<file path="src/rtl/uart_word_loader.sv">
// uart_word_loader: 8N1 UART receiver that packs bytes into words of
// WORD_BYTES bytes and emits them with an auto-incrementing byte address.
// Receiving the END_MARKER word stops loading until the next clear.
// Optional feature macro: UART_LOADER_TIMEOUT_EN enables flushing of a partial
// word after TIMEOUT_BITS bit times without a new byte.
`timescale 1ns/1ps
module uart_word_loader #(
  parameter int          CLKS_PER_BIT = 16,
  parameter int          WORD_BYTES   = 4,
  parameter int          ADDR_W       = 32,
  parameter bit          BIG_ENDIAN   = 1'b1,
  parameter logic [63:0] END_MARKER   = 64'h1111_1111_1111_1111,
  parameter int          TIMEOUT_BITS = 32
) (
  input  logic                    clk,
  input  logic                    reset_n,
  input  logic                    rx,
  input  logic                    clear,
  input  logic [ADDR_W-1:0]       start_addr,
  output logic                    byte_valid,
  output logic [7:0]              byte_data,
  output logic                    word_valid,
  output logic [WORD_BYTES*8-1:0] word_data,
  output logic [ADDR_W-1:0]       word_addr,
  output logic                    done,
  output logic                    frame_err,
  output logic                    timeout
);

  localparam int WORD_W = WORD_BYTES * 8;
  localparam int IDX_W  = (WORD_BYTES > 1) ? $clog2(WORD_BYTES) : 1;
  localparam int CNT_W  = $clog2(CLKS_PER_BIT);

  localparam logic [CNT_W-1:0]  HALF_C    = CNT_W'(CLKS_PER_BIT / 2 - 1);
  localparam logic [CNT_W-1:0]  BIT_C     = CNT_W'(CLKS_PER_BIT - 1);
  localparam logic [IDX_W-1:0]  LAST_IDX  = IDX_W'(WORD_BYTES - 1);
  localparam logic [ADDR_W-1:0] ADDR_STEP = ADDR_W'(WORD_BYTES);
  localparam logic [WORD_W-1:0] MARKER_C  = END_MARKER[WORD_W-1:0];

  localparam logic [2:0] ST_IDLE  = 3'd0;
  localparam logic [2:0] ST_START = 3'd1;
  localparam logic [2:0] ST_DATA  = 3'd2;
  localparam logic [2:0] ST_STOP  = 3'd3;
  localparam logic [2:0] ST_BREAK = 3'd4;

  // Elaboration-time parameter legality checks.
  if (CLKS_PER_BIT < 4) begin : g_bad_cpb
    $error("uart_word_loader: CLKS_PER_BIT must be >= 4");
  end
  if (WORD_BYTES < 1 || WORD_BYTES > 8) begin : g_bad_wb
    $error("uart_word_loader: WORD_BYTES must be 1..8");
  end
  if (TIMEOUT_BITS < 1) begin : g_bad_tmo
    $error("uart_word_loader: TIMEOUT_BITS must be >= 1");
  end

  logic              sync1_r, rx_s;
  logic [2:0]        state_r;
  logic [CNT_W-1:0]  cnt_r;
  logic [2:0]        bit_idx_r;
  logic [7:0]        shift_r;
  logic              byte_valid_r, frame_err_r;
  logic [7:0]        byte_data_r;
  logic [IDX_W-1:0]  idx_r;
  logic [WORD_W-1:0] part_r, next_part_s, word_data_r;
  logic [ADDR_W-1:0] word_addr_r;
  logic              word_valid_r, done_r;
  logic              accept_s, last_byte_s;

  // Two-flop synchroniser on the raw rx pin, idle-high reset.
  always_ff @(posedge clk or negedge reset_n) begin
    if (!reset_n) begin
      sync1_r <= 1'b1;
      rx_s    <= 1'b1;
    end else begin
      sync1_r <= rx;
      rx_s    <= sync1_r;
    end
  end

  // RX framing FSM: start-bit check, 8 data bits LSB first, stop-bit check.
  always_ff @(posedge clk or negedge reset_n) begin
    if (!reset_n) begin
      state_r      <= ST_IDLE;
      cnt_r        <= {CNT_W{1'b0}};
      bit_idx_r    <= 3'd0;
      shift_r      <= 8'h00;
      byte_valid_r <= 1'b0;
      byte_data_r  <= 8'h00;
      frame_err_r  <= 1'b0;
    end else begin
      byte_valid_r <= 1'b0;
      frame_err_r  <= 1'b0;
      case (state_r)
        ST_IDLE: begin
          cnt_r <= {CNT_W{1'b0}};
          if (!rx_s) begin
            state_r <= ST_START;
          end
        end
        ST_START: begin
          if (cnt_r == HALF_C) begin
            cnt_r <= {CNT_W{1'b0}};
            if (rx_s) begin
              state_r <= ST_IDLE;
            end else begin
              state_r   <= ST_DATA;
              bit_idx_r <= 3'd0;
            end
          end else begin
            cnt_r <= cnt_r + CNT_W'(1);
          end
        end
        ST_DATA: begin
          if (cnt_r == BIT_C) begin
            cnt_r   <= {CNT_W{1'b0}};
            shift_r <= {rx_s, shift_r[7:1]};
            if (bit_idx_r == 3'd7) begin
              state_r <= ST_STOP;
            end else begin
              bit_idx_r <= bit_idx_r + 3'd1;
            end
          end else begin
            cnt_r <= cnt_r + CNT_W'(1);
          end
        end
        ST_STOP: begin
          if (cnt_r == BIT_C) begin
            cnt_r <= {CNT_W{1'b0}};
            if (rx_s) begin
              byte_valid_r <= 1'b1;
              byte_data_r  <= shift_r;
              state_r      <= ST_IDLE;
            end else begin
              frame_err_r <= 1'b1;
              state_r     <= ST_BREAK;
            end
          end else begin
            cnt_r <= cnt_r + CNT_W'(1);
          end
        end
        ST_BREAK: begin
          if (rx_s) begin
            state_r <= ST_IDLE;
          end
        end
        default: begin
          state_r <= ST_IDLE;
        end
      endcase
    end
  end

  // A byte is accepted at the good stop sample; the assembler acts on the same
  // edge so word_valid lines up with that byte's byte_valid.
  assign accept_s    = (state_r == ST_STOP) && (cnt_r == BIT_C) && rx_s;
  assign last_byte_s = (idx_r == LAST_IDX);

  // Next partial word with the current byte placed in its lane.
  always_comb begin
    next_part_s = part_r;
    if (BIG_ENDIAN) begin
      next_part_s = (part_r << 8) | WORD_W'(shift_r);
    end else begin
      next_part_s[{idx_r, 3'b000} +: 8] = shift_r;
    end
  end

`ifdef UART_LOADER_TIMEOUT_EN
  localparam int TMO_CYCLES = TIMEOUT_BITS * CLKS_PER_BIT;
  localparam int TMO_W      = $clog2(TMO_CYCLES);
  localparam logic [TMO_W-1:0] TMO_LAST = TMO_W'(TMO_CYCLES - 1);
  logic [TMO_W-1:0] tmo_cnt_r;
  logic             timeout_r;
`endif

  // Word assembler, address counter, end-marker detection and session clear.
  always_ff @(posedge clk or negedge reset_n) begin
    if (!reset_n) begin
      idx_r        <= {IDX_W{1'b0}};
      part_r       <= {WORD_W{1'b0}};
      word_data_r  <= {WORD_W{1'b0}};
      word_addr_r  <= {ADDR_W{1'b0}};
      word_valid_r <= 1'b0;
      done_r       <= 1'b0;
`ifdef UART_LOADER_TIMEOUT_EN
      tmo_cnt_r    <= {TMO_W{1'b0}};
      timeout_r    <= 1'b0;
`endif
    end else begin
      word_valid_r <= 1'b0;
`ifdef UART_LOADER_TIMEOUT_EN
      timeout_r    <= 1'b0;
`endif
      if (clear) begin
        word_addr_r <= start_addr;
        done_r      <= 1'b0;
        idx_r       <= {IDX_W{1'b0}};
        part_r      <= {WORD_W{1'b0}};
`ifdef UART_LOADER_TIMEOUT_EN
        tmo_cnt_r   <= {TMO_W{1'b0}};
`endif
      end else begin
        // Address moves on only after the emitted word has been presented.
        if (word_valid_r) begin
          word_addr_r <= word_addr_r + ADDR_STEP;
        end
        if (accept_s && !done_r) begin
          if (last_byte_s) begin
            idx_r  <= {IDX_W{1'b0}};
            part_r <= {WORD_W{1'b0}};
            if (next_part_s == MARKER_C) begin
              done_r <= 1'b1;
            end else begin
              word_valid_r <= 1'b1;
              word_data_r  <= next_part_s;
            end
          end else begin
            idx_r  <= idx_r + IDX_W'(1);
            part_r <= next_part_s;
          end
        end
`ifdef UART_LOADER_TIMEOUT_EN
        // Inter-byte timer runs only while a partial word is pending.
        if (accept_s || (idx_r == {IDX_W{1'b0}})) begin
          tmo_cnt_r <= {TMO_W{1'b0}};
        end else if (tmo_cnt_r == TMO_LAST) begin
          tmo_cnt_r <= {TMO_W{1'b0}};
          timeout_r <= 1'b1;
          idx_r     <= {IDX_W{1'b0}};
          part_r    <= {WORD_W{1'b0}};
        end else begin
          tmo_cnt_r <= tmo_cnt_r + TMO_W'(1);
        end
`endif
      end
    end
  end

  assign byte_valid = byte_valid_r;
  assign byte_data  = byte_data_r;
  assign word_valid = word_valid_r;
  assign word_data  = word_data_r;
  assign word_addr  = word_addr_r;
  assign done       = done_r;
  assign frame_err  = frame_err_r;
`ifdef UART_LOADER_TIMEOUT_EN
  assign timeout    = timeout_r;
`else
  assign timeout    = 1'b0;
`endif

endmodule

</file>
<file path="config.mk">
export PLATFORM = sky130hd
export DESIGN_NAME = uart_word_loader
export DESIGN_NICKNAME = d
export VERILOG_FILES = /design/src/rtl/uart_word_loader.sv
export SDC_FILE = /design/constraint.sdc
export NUM_CORES = 1
export LEC_CHECK = 0
export CORE_ASPECT_RATIO = 1.4
export CORE_MARGIN = 4
export CORE_UTILIZATION = 35
export CTS_CLUSTER_DIAMETER = 30
export CTS_CLUSTER_SIZE = 20
export DETAILED_ROUTE_END_ITERATION = 12
export SLEW_MARGIN = 40
export SYNTH_ARGS = -nofsm -noshare
export SYNTH_HDL_FRONTEND = slang
export SYNTH_SLANG_ARGS = --single-unit
export TNS_END_PERCENT = 5
</file>
<file path="constraint.sdc">
create_clock -name clk -period 5.9 [get_ports clk]
set_input_delay 1.18 -clock clk [delete_from_list [all_inputs] [get_ports clk]]
set_output_delay 1.18 -clock clk [all_outputs]
set_load 0.02 [all_outputs]
</file>
==> summary.txt <==
Yosys
  – Seq/Total Area, Yosys: 0.568
  – Synthesized Nets: 472
  – Yosys Warn Count: 0
  – Post-Syn Area: 5380 µm²
  – Post-synth cell types: 41
  – Syn Area/Cell: 12.5 µm²
  – Yosys reg bits: 122
  – Synth Instances: 431

Timing
  – Tmin final: 2940 ps
  – Clock skew: 7.61 ps
  – Slew HR: 0.549
  – Period utilization: 0.498
  – Achievable frequency: 340 MHz
  – Setup violations, final: 0
  – Final Hold Viols: 0
  – Setup TNS: 0 ps
  – Final Worst Setup Slack: 2960 ps
  – Worst Tran Pin Value: 677 ps
  – Final Slew Violations: 0
  – RSZ-0062 raised after global routing: no

GRT
  – First-pass GRT wire length: 20.9 mm
  – Largest net degree at the start of global routing: 69
  – Initial antenna violation count: 0
  – Vias in the first global route: 3961
  – Tot GR Track Use: 0.150
  – Total gr overflow: 0

Worst setup path
  – Reg2reg end: word_data[4]
  – Critical path class: reg -> reg
  – Data required time of the critical path: 6190 ps
  – FF-to-FF Start: cnt_r[0]
  – Critical path launch point type: flop
  – Worst reg2reg setup slack: 2960 ps
  – R2R depth: 6
  – Critical path peak fanout: 32
  – Critical Path End Type: flop
  – Worst Path Arrival: 3230 ps

Routing
  – WL/cell: 16.6 µm
  – Number of DRC markers in iteration 0: 146
  – DRT Pass-1 Iters: 4
  – DRC violations left: 0
  – Final WL: 12.3 mm
  – Post-DRT Antenna Nets: 0
  – Via/cell ratio: 5.05
  – Via count: 3764

Cells and area
  – Share of post-route cells with drive strength above 1: 0.186
  – Most frequent standard cell in the layout excluding fill and tap cells: dfrtp_1
  – Final Core Density: 0.481
  – Antenna Cells: 0
  – Final #Nets: 581
  – Post-route insts no fill: 745
  – Highest-count cells in the layout ignoring fill and taps: 120 x dfrtp_1, 109 x clkdlybuf4s50_1, 44 x nand2_1
  – P&R area growth vs syn: 34.7%

Floorplan
  – Die Ht: 155 µm
  – Cell row count: 53
  – Starting Density: 0.357
  – Core Area: 15100 µm²
  – Die W: 113 µm
  – Io pins: 113
  – Die area: 17400 µm²

Job
  – Max cap viols: 0

Power and ir drop
  – Worst vdd ir: 0.000158 V
  – Static leakage: 3.22 nW
  – Overall power: 2.21 mW
  – Pwr dens: 305 nW/µm²

CTS
  – Post-CTS setup buffers: 0
  – Clock sinks: 122
  – H-tree Lvls: 4
  – Clk_lat worst skew: 400 ps
  – Clk root buf: clkbuf_16
  – Worst-path clk slew: 60 ps
  – Post-cts sizing count: 0
  – CTS buffer count: 17
  – Cts hold-fix bufs: 0
  – Clock Path Buffers: 2
  – CTS tree: yes

Min path
  – Hold-critical path depth: 0
  – Hold Crit Endpoint: rx_s
  – Hold Crit Class: reg -> reg
  – Hold Crit Start: sync1_r

Placed design
  – RePlAce Congestion: 0.858
  – DP Worst Slack: 2960 ps
  – Count of input and output buffers: 111
  – Dpl cells: 713
  – Detail Placement HPWL: 8.82 mm

Run status
  – Status: complete, no violations
[per-layer routing]
layer,vias up,GRT usage,wire length [µm],part of all wire
met2,88,0.255,6600,0.53
met4,0,0.0739,345,0.028
met3,19,0.0352,482,0.039
met5,-,0,0,0
li1,1775,-,-,-
met1,1882,0.177,4910,0.40
[synthesized netlist by cell type, drive strengths merged]
library cell  count  share of area
clkbuf           13         0.0091
a222oi            1         0.0019
a21oi             4         0.0037
conb              1        0.00070
or4b              1         0.0019
mux2i             3         0.0056
nand2            45          0.032
nand3            14          0.013
inv               5         0.0035
nor2             10         0.0070
xnor2            11          0.018
a31oi             2         0.0023
and2              1         0.0012
and4              2         0.0033
nand3b            1         0.0014
nor3              9          0.010
a22o             26          0.042
dfstp             2         0.0098
a22oi             1         0.0014
o21a              1         0.0014
dfrtp           120           0.56
buf              10          0.013
o21ai            33          0.031
nand4            13          0.018
and3              4         0.0047
o22ai             1         0.0012
a21o              1         0.0014
nor4b            10          0.016
ha                5          0.012
mux2             56           0.14
xor2             18          0.029
or3               3         0.0035
a311oi            1         0.0016
nor4              3         0.0035
[sequential cells by signal, summed over array words and instances (netlist names), 2 cells and up]
| signal | flops |
|---|---|
| cnt_r | 4 |
| state_r | 3 |
| byte_data | 8 |
| word_addr | 32 |
| bit_idx_r | 3 |
| word_data | 32 |
| part_r | 24 |
| idx_r | 2 |
| shift_r | 8 |
[power breakdown]
group	internal, mW	switching (mW)
clock network	0.596	0.409
registers	0.884	0.0760
logic	0.122	0.124
[logic make-up (layout without fill, tap and decap cells)]
logic type               after synthesis  after routing  synth area share
adder cells (fa/ha/maj)                5              5            0.0116
AND/OR/NAND/NOR                      116            116             0.116
buffers and inverters                 28            150            0.0254
XOR/XNOR                              29             29            0.0472
other                                  1              1          0.000697
flip-flops                           122            122             0.568
AO/OA/AOI/OAI                         71             71            0.0879
multiplexers                          59             59             0.144
[per-stage QoR]
step / hold slack, ps / area [µm²]
2_1_floorplan: 345 / 5380
3_3_place_gp: 347 / 6630
3_5_place_dp: 353 / 6650
4_1_cts: 362 / 7230
5_1_grt: 367 / 7240
6_report: 360 / 7240
[layout make-up]
type,instances,area [µm²]
clock buffers,17,425
clock inverters,15,154
fillers,1369,7810
inverters,5,18.8
multi-input cells,281,2230
flip-flops and latches,122,3060
well taps,192,240
repair buffers,113,1120
[critical path, stage by stage, from the launching register on]
cell	delay (ps)
dfrtp_1	390
ha_1	290
nand4_4	160
nor3_4	550
nand2_2	200
or4b_4	810
mux2_4	390
[worst max path at each step]
stage | startpoint | end | slack [ps]
final | cnt_r[0] | word_data[4] | 2960
after global routing | cnt_r[0] | word_data[17] | 2810
after CTS | cnt_r[0] | word_data[24] | 2940
after detailed placement | cnt_r[0] | word_data[29] | 2960
after global placement | clear | word_data[0] | 2330
after floorplan | clear | word_data[10] | 3320
Power figures use the tool's default switching activity.
